## config.mk

```make
export PLATFORM = sky130hd
export DESIGN_NAME = f2c_dma_writer_flat
export DESIGN_NICKNAME = d
export VERILOG_FILES = /design/src/rtl/tlp_xcvr_pkg.sv /design/src/rtl/f2c_dma_writer_if.sv /design/src/rtl/f2c_dma_writer.sv /design/src/flat_wrapper.sv
export SDC_FILE = /design/constraint.sdc
export NUM_CORES = 1
export LEC_CHECK = 0
export CAP_MARGIN = 15
export CORE_ASPECT_RATIO = 1.75
export CORE_MARGIN = 2
export CORE_UTILIZATION = 50
export DETAILED_ROUTE_END_ITERATION = 8
export GPL_TIMING_DRIVEN = 0
export PLACE_DENSITY = 0.86
export REMOVE_ABC_BUFFERS = 1
export SYNTH_ARGS = -nofsm -noshare
export SYNTH_HDL_FRONTEND = slang
export SYNTH_SLANG_ARGS = --single-unit
```

## constraint.sdc

```tcl
create_clock -name clk_in -period 3.71 [get_ports clk_in]
set_clock_uncertainty 0.1 [all_clocks]
set_input_delay 0.742 -clock clk_in [delete_from_list [all_inputs] [get_ports clk_in]]
set_output_delay 0.742 -clock clk_in [all_outputs]
set_load 0.02 [all_outputs]
```

## src/rtl/tlp_xcvr_pkg.sv

```systemverilog
// Register channel map shared by the PCIe DMA application blocks.
// Host register writes arrive as {channel, 32-bit data} strobes.
package tlp_xcvr_pkg;

    typedef logic [3:0] ExtChan;

    localparam ExtChan F2C_BASE   = 4'd2;
    localparam ExtChan MTR_BASE   = 4'd3;
    localparam ExtChan DMA_ENABLE = 4'd4;
    localparam ExtChan F2C_RDPTR  = 4'd5;

endpackage

```

## src/rtl/f2c_dma_writer_if.sv

```systemverilog
// Bundles the register channel, source stream, TLP beat stream and pointer
// outputs of the FPGA-to-CPU DMA writer; master is the writer side.
interface f2c_dma_writer_if;

    logic                 regWrValid_in;
    tlp_xcvr_pkg::ExtChan regWrChan_in;
    logic [31:0]          regWrData_in;
    logic [63:0]          f2cData_in;
    logic                 f2cValid_in;
    logic                 f2cReady_out;
    logic [63:0]          txData_out;
    logic                 txValid_out;
    logic                 txSop_out;
    logic                 txEop_out;
    logic                 txReady_in;
    logic [3:0]           wrPtr_out;
    logic [3:0]           rdPtr_out;

    modport master (
        input  regWrValid_in, regWrChan_in, regWrData_in,
        input  f2cData_in, f2cValid_in, txReady_in,
        output f2cReady_out, txData_out, txValid_out, txSop_out, txEop_out,
        output wrPtr_out, rdPtr_out
    );

    modport slave (
        output regWrValid_in, regWrChan_in, regWrData_in,
        output f2cData_in, f2cValid_in, txReady_in,
        input  f2cReady_out, txData_out, txValid_out, txSop_out, txEop_out,
        input  wrPtr_out, rdPtr_out
    );

endinterface

```

## src/rtl/f2c_dma_writer.sv

```systemverilog
// Packs 16 source QWs into 128-byte writes to a 16-slot host ring, then posts wrPtr to the metrics QW.
// Request starts 2 cycles after enable; header/metrics beats held under txReady_in stall, data beats pass straight through.
module f2c_dma_writer
    import tlp_xcvr_pkg::*;
(
    input  logic             clk_in,
    input  logic             rstn,
    f2c_dma_writer_if.master bus
);

    typedef enum logic [2:0] {
        ST_IDLE,
        ST_D_HDR,
        ST_D_DATA,
        ST_M_HDR,
        ST_M_DATA
    } state_t;

    state_t      r_state;
    state_t      w_next;

    logic [31:0] r_f2cBase;
    logic [31:0] r_mtrBase;
    logic        r_enable;
    logic        r_clrPending;
    logic [3:0]  r_wrPtr;
    logic [3:0]  r_rdPtr;
    logic [3:0]  r_beatCnt;
    logic [63:0] r_hdr;

    logic        w_txValid;
    logic        w_txSop;
    logic        w_txEop;
    logic [63:0] w_txData;
    logic        w_f2cReady;

    logic        w_wrF2cBase;
    logic        w_wrMtrBase;
    logic        w_wrEnable;
    logic        w_wrRdPtr;
    logic        w_full;
    logic        w_idleClr;
    logic        w_accept;
    logic        w_lastBeat;
    logic        w_startReq;
    logic [31:0] w_dataAddr;
    logic [31:0] w_mtrAddr;

    assign w_wrF2cBase = bus.regWrValid_in && (bus.regWrChan_in == F2C_BASE);
    assign w_wrMtrBase = bus.regWrValid_in && (bus.regWrChan_in == MTR_BASE);
    assign w_wrEnable  = bus.regWrValid_in && (bus.regWrChan_in == DMA_ENABLE);
    assign w_wrRdPtr   = bus.regWrValid_in && (bus.regWrChan_in == F2C_RDPTR);

    // One slot is sacrificed so that wrPtr == rdPtr unambiguously means empty.
    assign w_full      = (r_wrPtr + 4'd1) == r_rdPtr;
    assign w_idleClr   = (r_state == ST_IDLE) && r_clrPending;
    assign w_accept    = w_txValid && bus.txReady_in;
    assign w_lastBeat  = (r_state == ST_D_DATA) && w_accept && (r_beatCnt == 4'd15);
    assign w_startReq  = (r_state == ST_IDLE) && (w_next == ST_D_HDR);

    // Base registers hold QW addresses; the shift drops the top 3 bits.
    assign w_dataAddr  = (r_f2cBase << 3) + {21'd0, r_wrPtr, 7'd0};
    assign w_mtrAddr   = r_mtrBase << 3;

    always_ff @(posedge clk_in or negedge rstn) begin
        if (!rstn) begin
            r_state <= ST_IDLE;
        end else begin
            r_state <= w_next;
        end
    end

    always_comb begin
        w_next = r_state;
        unique case (r_state)
            ST_IDLE: begin
                if (!r_clrPending && r_enable && !w_full) begin
                    w_next = ST_D_HDR;
                end
            end
            ST_D_HDR:  if (w_accept)   w_next = ST_D_DATA;
            ST_D_DATA: if (w_lastBeat) w_next = ST_M_HDR;
            ST_M_HDR:  if (w_accept)   w_next = ST_M_DATA;
            ST_M_DATA: if (w_accept)   w_next = ST_IDLE;
            default:                   w_next = ST_IDLE;
        endcase
    end

    always_comb begin
        w_txValid  = 1'b0;
        w_txSop    = 1'b0;
        w_txEop    = 1'b0;
        w_txData   = 64'd0;
        w_f2cReady = 1'b0;
        unique case (r_state)
            ST_D_HDR, ST_M_HDR: begin
                w_txValid = 1'b1;
                w_txSop   = 1'b1;
                w_txData  = r_hdr;
            end
            ST_D_DATA: begin
                w_txValid  = bus.f2cValid_in;
                w_txData   = bus.f2cData_in;
                w_f2cReady = bus.txReady_in;
                w_txEop    = (r_beatCnt == 4'd15);
            end
            ST_M_DATA: begin
                w_txValid = 1'b1;
                w_txEop   = 1'b1;
                w_txData  = {60'd0, r_wrPtr};
            end
            default: ;
        endcase
    end

    always_ff @(posedge clk_in or negedge rstn) begin
        if (!rstn) begin
            r_f2cBase    <= 32'd0;
            r_mtrBase    <= 32'd0;
            r_enable     <= 1'b0;
            r_clrPending <= 1'b0;
            r_wrPtr      <= 4'd0;
            r_rdPtr      <= 4'd0;
            r_beatCnt    <= 4'd0;
            r_hdr        <= 64'd0;
        end else begin
            if (w_wrF2cBase) r_f2cBase <= bus.regWrData_in;
            if (w_wrMtrBase) r_mtrBase <= bus.regWrData_in;
            if (w_wrEnable)  r_enable  <= bus.regWrData_in[0];

            // A fresh disable outranks retiring the previous clear request.
            if (w_wrEnable && !bus.regWrData_in[0]) begin
                r_clrPending <= 1'b1;
            end else if (w_idleClr) begin
                r_clrPending <= 1'b0;
            end

            if (w_idleClr) begin
                r_rdPtr <= 4'd0;
            end else if (w_wrRdPtr) begin
                r_rdPtr <= bus.regWrData_in[3:0];
            end

            if (w_idleClr) begin
                r_wrPtr <= 4'd0;
            end else if (w_lastBeat) begin
                r_wrPtr <= r_wrPtr + 4'd1;
            end

            if ((r_state == ST_D_HDR) && w_accept) begin
                r_beatCnt <= 4'd0;
            end else if ((r_state == ST_D_DATA) && w_accept) begin
                r_beatCnt <= r_beatCnt + 4'd1;
            end

            // Metrics header captures the base now; wrPtr is sent later from r_wrPtr.
            if (w_startReq) begin
                r_hdr <= {22'd0, 10'd32, w_dataAddr};
            end else if (w_lastBeat) begin
                r_hdr <= {22'd0, 10'd2, w_mtrAddr};
            end
        end
    end

    assign bus.txValid_out  = w_txValid;
    assign bus.txSop_out    = w_txSop;
    assign bus.txEop_out    = w_txEop;
    assign bus.txData_out   = w_txData;
    assign bus.f2cReady_out = w_f2cReady;
    assign bus.wrPtr_out    = r_wrPtr;
    assign bus.rdPtr_out    = r_rdPtr;

endmodule

```

## src/flat_wrapper.sv

```systemverilog
// flat-port wrapper written by rule: the top's interface ports become plain ports
module f2c_dma_writer_flat import tlp_xcvr_pkg::*;
  (clk_in, rstn, bus_regWrValid_in, bus_regWrChan_in, bus_regWrData_in, bus_f2cData_in, bus_f2cValid_in, bus_txReady_in, bus_f2cReady_out, bus_txData_out, bus_txValid_out, bus_txSop_out, bus_txEop_out, bus_wrPtr_out, bus_rdPtr_out);
  f2c_dma_writer_if bus_i ();
  input  logic clk_in;
  input  logic rstn;
  input wire logic [$bits(bus_i.regWrValid_in)-1:0] bus_regWrValid_in;
  input wire logic [$bits(bus_i.regWrChan_in)-1:0] bus_regWrChan_in;
  input wire logic [$bits(bus_i.regWrData_in)-1:0] bus_regWrData_in;
  input wire logic [$bits(bus_i.f2cData_in)-1:0] bus_f2cData_in;
  input wire logic [$bits(bus_i.f2cValid_in)-1:0] bus_f2cValid_in;
  input wire logic [$bits(bus_i.txReady_in)-1:0] bus_txReady_in;
  output wire logic [$bits(bus_i.f2cReady_out)-1:0] bus_f2cReady_out;
  output wire logic [$bits(bus_i.txData_out)-1:0] bus_txData_out;
  output wire logic [$bits(bus_i.txValid_out)-1:0] bus_txValid_out;
  output wire logic [$bits(bus_i.txSop_out)-1:0] bus_txSop_out;
  output wire logic [$bits(bus_i.txEop_out)-1:0] bus_txEop_out;
  output wire logic [$bits(bus_i.wrPtr_out)-1:0] bus_wrPtr_out;
  output wire logic [$bits(bus_i.rdPtr_out)-1:0] bus_rdPtr_out;
  assign bus_i.regWrValid_in = bus_regWrValid_in;
  assign bus_i.regWrChan_in = bus_regWrChan_in;
  assign bus_i.regWrData_in = bus_regWrData_in;
  assign bus_i.f2cData_in = bus_f2cData_in;
  assign bus_i.f2cValid_in = bus_f2cValid_in;
  assign bus_i.txReady_in = bus_txReady_in;
  assign bus_f2cReady_out = bus_i.f2cReady_out;
  assign bus_txData_out = bus_i.txData_out;
  assign bus_txValid_out = bus_i.txValid_out;
  assign bus_txSop_out = bus_i.txSop_out;
  assign bus_txEop_out = bus_i.txEop_out;
  assign bus_wrPtr_out = bus_i.wrPtr_out;
  assign bus_rdPtr_out = bus_i.rdPtr_out;
  f2c_dma_writer u_core (.clk_in(clk_in), .rstn(rstn), .bus(bus_i));
endmodule
```

==> results of run 1 <==
-- layer usage --
| metal | vias to the layer above | GRT usage, % |
|---|---|---|
| met4 | 0 | 9.08 |
| li1 | 2222 | - |
| met3 | 37 | 3.77 |
| met2 | 150 | 46.7 |
| met5 | - | 0 |
| met1 | 2351 | 30.6 |
-- Yosys cell counts, drive strengths merged (2+ instances only) --
library cell	number
a2111oi	4
a211oi	4
a21oi	11
a221o	6
a22o	30
a22oi	4
a31oi	4
and2	37
and3	4
and4	5
buf	11
clkbuf	24
dfrtp	106
ha	6
inv	15
mux2	69
nand2	54
nand3	13
nand4	10
nor2	20
nor2b	5
nor3	2
nor3b	2
nor4b	3
o21ai	38
o31ai	2
or3	2
xnor2	20
xor2	12
-- state kept, by name (all words and copies together) (netlist names) --
| name | count |
|---|---|
| u_core.r_clrPending | 1 |
| u_core.bus.rdPtr_out | 4 |
| u_core.r_state | 3 |
| u_core.r_enable | 1 |
| u_core.r_f2cBase | 29 |
| u_core.bus.wrPtr_out | 4 |
| u_core.r_hdr | 31 |
| u_core.r_beatCnt | 4 |
| u_core.r_mtrBase | 29 |
-- worst min path at each step --
stage / cells after the start / from / to / slack [ps]
CTS: 1 / rstn / u_core.r_beatCnt[3] / 310
detailed placement: 1 / u_core.r_mtrBase[17] / u_core.r_mtrBase[17] / 390
global placement: 2 / u_core.r_mtrBase[19] / u_core.r_hdr[22] / 370
floorplan: 0 / rstn / u_core.bus.rdPtr_out[0] / 350
global route: 1 / rstn / u_core.r_beatCnt[2] / 340
finish: 1 / rstn / u_core.r_beatCnt[3] / 290
-- power by group through the flow --
stage / sequential (mW) / clock, mW / combinational (mW)
after global placement: 1.76 / 0 / 2.24
final: 1.78 / 0.921 / 2.40
after global routing: 1.82 / 0.999 / 2.58
after CTS: 1.77 / 0.936 / 2.41
after floorplan: 1.72 / 0 / 1.34
after detailed placement: 1.79 / 0 / 2.40
-- worst reg2reg max path, cell delays in order (launching register included) --
cell and delay (ps):
dfrtp_1 540, nor3b_4 310, buf_4 240, and4_1 740, buf_16 240, mux2_2 360, nand2_1 90, o21ai_0 100
-- stage by stage --
stage	hold WS [ps]	utilization (%)	TNS (ps)
6_report	289	71.4	0
5_1_grt	341	71.4	0
4_1_cts	310	71.4	0
3_5_place_dp	390	68.7	0
3_3_place_gp	372	67.1	-351710
2_1_floorplan	346	-	-1750
-- area by class of cell --
class	count	area [µm²]	share of cell area, %
Tap cell	132	165	2.09
Inverter	15	56.3	0.714
Timing Repair Buffer	188	1930	24.5
Multi-Input combinational cell	377	2790	35.3
Clock buffer	13	270	3.43
Sequential cell	106	2650	33.6
Clock inverter	3	21.3	0.270
-- placed cells by master, fill, tap and decap left out, drive strengths merged, types with 2 or more instances in the layout --
master / synthesis / routed
a21oi: 11 / 11
clkbuf: 24 / 13
a22o: 30 / 30
nor3: 2 / 2
buf: 11 / 12
inv: 15 / 16
xor2: 12 / 12
or3: 2 / 2
a22oi: 4 / 4
mux2: 69 / 69
dfrtp: 106 / 106
clkdlybuf4s50: 0 / 176
and3: 4 / 4
nand2: 54 / 54
nor3b: 2 / 2
and4: 5 / 5
ha: 6 / 6
nor2: 20 / 20
and2: 37 / 37
a31oi: 4 / 4
nand4: 10 / 10
nor2b: 5 / 5
xnor2: 20 / 20
a2111oi: 4 / 4
a221o: 6 / 6
o31ai: 2 / 2
a211oi: 4 / 4
o21ai: 38 / 38
nand3: 13 / 13
nor4b: 3 / 3
-- cell families after synthesis --
group           after synthesis
xor+xnor                     32
fa+ha+maj                     7
buf+inv                      50
compound gates              110
flops                       106
mux                          70
simple gates                158
-- what timing repair did --
item	in CTS	in global routing
buffers inserted	0	1
endpoints found under the setup margin	0	36
hold buffers	0	0
==> run_results.csv, run 1 <==
group,metric,value,unit
drt,drtPass1Iterations,5,
worst_setup_path,timing.rr.end,"u_core.r_hdr[13]",
die,core,11000,µm²
place,preCtsSetupSlack,430,ps
worst_setup_path,critPathTopFamily,"simple AND/OR/NAND/NOR gates",
logic_synthesis,yosys.area.top_type,"dfrtp_1",
clocking,cts_tree,"built",
logic_synthesis,synth.distinct_cells,45,
global_routing,grt_max_degree,64,
worst_setup_path,rr_startpoint,"u_core.r_state[0]",
final_layout,num-fill-cells,787,
worst_hold_path,hold_class,"in2async",
worst_setup_path,crit_fanout,33,
logic_synthesis,synth_compound_area_share,13.8,%
final_layout,instances_no_fill,834,
clocking,cts_buffer_depth,2,
drt,top_layer,"met4",
logic_synthesis,synth_edf_count,0,
global_routing,grt.total_usage,25.6,%
worst_setup_path,arrival,2680,ps
clocking,clockRootBuffer,"clkbuf_16",
worst_setup_path,start_kind,"register",
final_layout,antenna_cells,0,
global_routing,grt_pass1_vias,4906,
drt,wl_per_cell,18.5,µm
worst_setup_path,path_cells,"nor2b_4, a22o_1, clkdlybuf4s50_1",
place,place_inst,817,
logic_synthesis,avgSynthCellArea,10.5,µm²
global_routing,grt_pass1_wl,24.7,mm
clocking,cts_sinks,106,
place,dp_hpwl,11.5,mm
run_status,outcome,"finished, final reports clean",
logic_synthesis,synth_xor_area_share,4.99,%
logic_synthesis,yosys_warnings,0,
sta,setup_ws,190,ps
logic_synthesis,async_flop_share,100,%
power,combPwrFrac,47.1,%
logic_synthesis,synth_fa_ha_area_share,1.69,%
flow_run,maxCapViolCount,0,
power,switchingPower,1.87,mW
final_layout,finalInstanceArea,7890,µm²
drt,drt.antenna.violating_nets,0,
sta,fmax,284,MHz
sta,min_period,3520,ps
place,place_area,7590,µm²
place,gp_congestion,0.938,
die,die_h,144,µm
drt,via_per_inst,5.71,
logic_synthesis,syn-cell-area,5620,µm²
clocking,ctsResizeCount,0,
power,p_clk_share,18.1,%
die,io_pins,181,
final_layout,layout.nets,809,
worst_setup_path,setup.worst_path.start,"u_core.r_state[0]",
worst_setup_path,endpoint,"bus_txData_out[22]",
sta,drv_slew,0,
worst_setup_path,reg2reg_slack,860,ps
die,start_util,50.9,%
sta,hold_violations,0,
power,p_leak,3.27,nW
clocking,insertion_delay,340,ps
die,die_w,84.1,µm
worst_setup_path,cp_slowest_cell,"nor2b_4",
power,power.density,647,nW/µm²
drt,wl_met3,689,µm
worst_setup_path,cp-end-kind,"primary output",
drt,met2_length,8.47,mm
worst_setup_path,crit_cells,3,
logic_synthesis,ys.flop_type,"dfrtp_1",
power,power.total,5.10,mW
power,pwr-share-seq,34.8,%
global_routing,grt_overflow,0,
worst_setup_path,worstRegToRegCells,7,
sta,worst_pin_slew,901,ps
sta,finalSetupViolations,0,
worst_setup_path,cp.required,2870,ps
logic_synthesis,ys_seq_elements,106,
logic_synthesis,synth_top_family_by_area,"simple AND/OR/NAND/NOR gates",
drt,drt_first_iter_violations,205,
drt,drt-total-wl,15.4,mm
drt,drc,0,
logic_synthesis,synth_area_leaders,"dfrtp_1 (47%), mux2_2 (14%), a22o_1 (4.7%)",
place,port_buffers,177,
global_routing,antenna_found_initial,0,
final_layout,drive_gt1_share,14.5,%
die,dieArea,12100,µm²
power,sw_frac_of_total,36.7,%
clocking,htree_levels,3,
sta,maxSlewHeadroom,39.8,%
sta,post-route-period-util,94.9,%
worst_setup_path,critical_path.max_stage_delay,840,ps
logic_synthesis,ys_seq_area_share,47.2,%
drt,met1Wirelength,5.89,mm
clocking,clk_pin_slew_worst_paths,70,ps
final_layout,syn2layout_area_growth,40.4,%
power,ir_drop,502,µV
logic_synthesis,synth-simple-area-share,14.6,%
clocking,cts_buffers,9,
logic_synthesis,synth_top_area_share,47.2,%
sta,rsz0062_at_grt,"false",
die,core.rowCount,51,
logic_synthesis,syn_inst,533,
drt,routed-via-count,4760,
logic_synthesis,synthMuxAreaShare,14.0,%
worst_setup_path,crit_type,"reg2out",
power,p_int,3.23,mW
worst_setup_path,critPathBufInv,1,
Note: power is estimated with default switching activity, not from simulation.
==> run 2, diff against run 1 <==
--- a/config.mk
+++ b/config.mk
@@ -8,10 +8,10 @@
 export CAP_MARGIN = 15
 export CORE_ASPECT_RATIO = 1.75
 export CORE_MARGIN = 2
-export CORE_UTILIZATION = 50
+export CORE_UTILIZATION = 42
 export DETAILED_ROUTE_END_ITERATION = 8
 export GPL_TIMING_DRIVEN = 0
-export PLACE_DENSITY = 0.86
+export PLACE_DENSITY = 0.77
 export REMOVE_ABC_BUFFERS = 1
 export SYNTH_ARGS = -nofsm -noshare
 export SYNTH_HDL_FRONTEND = slang
==> constraint.sdc (replaced) <==
create_clock -name clk_in -period 3 [get_ports clk_in]
set_clock_uncertainty 0.1 [all_clocks]
set_input_delay 0.6 -clock clk_in [delete_from_list [all_inputs] [get_ports clk_in]]
set_output_delay 0.6 -clock clk_in [all_outputs]
set_load 0.02 [all_outputs]
==> run 2 against run 1 <==
Compared with the run above: register-to-register slack worse by 600 ps; worst hold slack worse by 150 ps; critical path depth is 2 higher; count of clock-buffer cells in the layout is 1 lower; critical endpoint is now bus_f2cReady_out; total power is 26% higher; clock power is 19% higher; first-iteration DRC count is 40% lower; wire length is 4.0% higher.
==> run_results.csv, run 2 (synthesized netlist as in run 1, its figures left out) <==
group,metric,value,unit
worst_setup_path,rr_startpoint,"u_core.bus.wrPtr_out[0]",
sta,maxSlewHeadroom,39.1,%
final_layout,final_cell_mix,"clkdlybuf4s50_1 (172), dfrtp_1 (103), mux2_2 (69), nand2_1 (54), and2_1 (36)",
global_routing,grt.total_usage,22.4,%
power,power.density,793,nW/µm²
power,p_leak,3.42,nW
sta,post-route-period-util,95.5,%
clocking,cts_tree,"built",
drt,routed-via-count,4825,
worst_hold_path,hold_class,"in2async",
clocking,htree_levels,3,
die,core.rowCount,55,
clocking,insertion_delay,340,ps
worst_setup_path,critPathBufInv,3,
flow_run,maxCapViolCount,0,
worst_setup_path,setup.worst_path.start,"u_core.r_state[2]",
drt,via_per_inst,5.42,
final_layout,layout.nets,827,
drt,drc,0,
final_layout,antenna_cells,0,
sta,drv_slew,0,
sta,finalSetupViolations,0,
clocking,clk_pin_slew_worst_paths,70,ps
global_routing,grt_pass1_wl,25.3,mm
final_layout,syn2layout_area_growth,44.6,%
clocking,cts_buffer_depth,2,
drt,drt.antenna.violating_nets,0,
sta,setup_ws,134,ps
worst_setup_path,crit_fanout,18,
final_layout,finalInstanceArea,8120,µm²
die,dieArea,14400,µm²
clocking,cts_buffers,9,
final_layout,layout_top_registers,"u_core.r_hdr x31, u_core.r_f2cBase x29, u_core.r_mtrBase x29",
sta,min_period,2870,ps
place,place_area,7650,µm²
die,die_w,91.4,µm
worst_setup_path,arrival,2170,ps
place,port_buffers,177,
final_layout,final_common_cell,"clkdlybuf4s50_1",
global_routing,grt_max_degree,67,
global_routing,grt_pass1_vias,4959,
final_layout,regMostFlops,"u_core.r_hdr",
die,core,13000,µm²
worst_setup_path,cp.required,2300,ps
final_layout,largest_reg_flops,31,
final_layout,drive_gt1_share,17.1,%
worst_setup_path,path_cells,"nor3b_4, buf_4, buf_8, and2_1, clkdlybuf4s50_1",
worst_setup_path,critPathTopFamily,"buffers and inverters",
sta,fmax,349,MHz
sta,worst_pin_slew,907,ps
place,dp_hpwl,11.4,mm
worst_setup_path,critical_path.max_stage_delay,620,ps
worst_setup_path,crit_type,"reg2out",
drt,drtPass1Iterations,4,
die,start_util,43.2,%
run_status,outcome,"finished, final reports clean",
worst_setup_path,cp_slowest_cell,"clkdlybuf4s50_1",
place,gp_congestion,0.806,
clocking,cts_hold_buffers,0,
drt,drt-total-wl,16.0,mm
die,die_h,157,µm
clocking,cts_sinks,106,
global_routing,antenna_found_initial,0,
sta,rsz0062_at_grt,"false",
sta,hold_violations,0,
place,preCtsSetupSlack,-323,ps
worst_setup_path,start_kind,"register",
global_routing,grt_overflow,0,
worst_setup_path,cp-end-kind,"primary output",
power,ir_drop,397,µV
clocking,clockRootBuffer,"clkbuf_16",
drt,drt_first_iter_violations,123,
die,io_pins,181,
drt,wl_per_cell,18.0,µm
-- run 2: worst paths after layout --
check / endpoint / slack, ps / cells after the start
min reg2reg: u_core.r_hdr[37] / 380 / 2
max in group asynchronous: u_core.r_hdr[18] / 1950 / 2
max reg2reg: u_core.r_hdr[29] / 260 / 8
min in group clk_in: u_core.r_hdr[37] / 380 / 2
min: u_core.r_beatCnt[3] / 140 / 1
max: bus_f2cReady_out / 130 / 5
-- run 2: repair_timing --
item                                    CTS  global route
setup buffers                             7            10
cloned                                    1             0
gates resized for setup                   3             7
endpoints found under the setup margin   72            49
pin swaps                                 3             1
-- run 2: where the power goes --
part	switching (mW)	total [mW]	internal (mW)	leakage [nW]
Sequential	0.346	2.19	1.85	1.32
Combinational	1.51	3.15	1.64	1.97
Clock	0.513	1.10	0.585	0.125
-- run 2: worst reg2reg max path, cell delays in order, from the launching register on --
cell       delay (ps)
dfrtp_1           510
ha_1              260
inv_1              60
fa_1              410
nor2b_1           150
o21ai_0           230
a2111oi_0         600
xnor2_1           190
o21ai_0           110
-- run 2: per-stage QoR --
step | total power, mW | hold slack [ps] | util [%] | setup TNS [ps] | cells
final | 6.44 | 142 | 62.5 | 0 | 891
after global routing | 6.82 | 178 | 62.5 | 0 | 891
after CTS | 6.43 | 148 | 61.8 | 0 | 881
after detailed placement | 5.17 | 367 | 58.8 | -2190 | 857
after global placement | 4.96 | 361 | 57.3 | -519860 | 846
after floorplan | 3.78 | 204 | - | -39740 | 498
-- run 2: area by class of cell --
cell class | count | area, µm²
clock buffer | 12 | 246
multi-input combinational | 378 | 2810
inverter | 15 | 56.3
clock inverter | 4 | 27.5
sequential | 106 | 2660
tap | 171 | 214
timing repair buffer | 205 | 2120
fill | 1029 | 4880
-- run 2: routing by layer --
metal  track usage (%)  vias to the layer above  wire (µm)
met5                 0                        -          0
met4              8.30                        0        369
met3              3.54                       30        702
met2              43.8                      175       9000
met1              23.6                     2355       5940
li1                  -                     2265          -
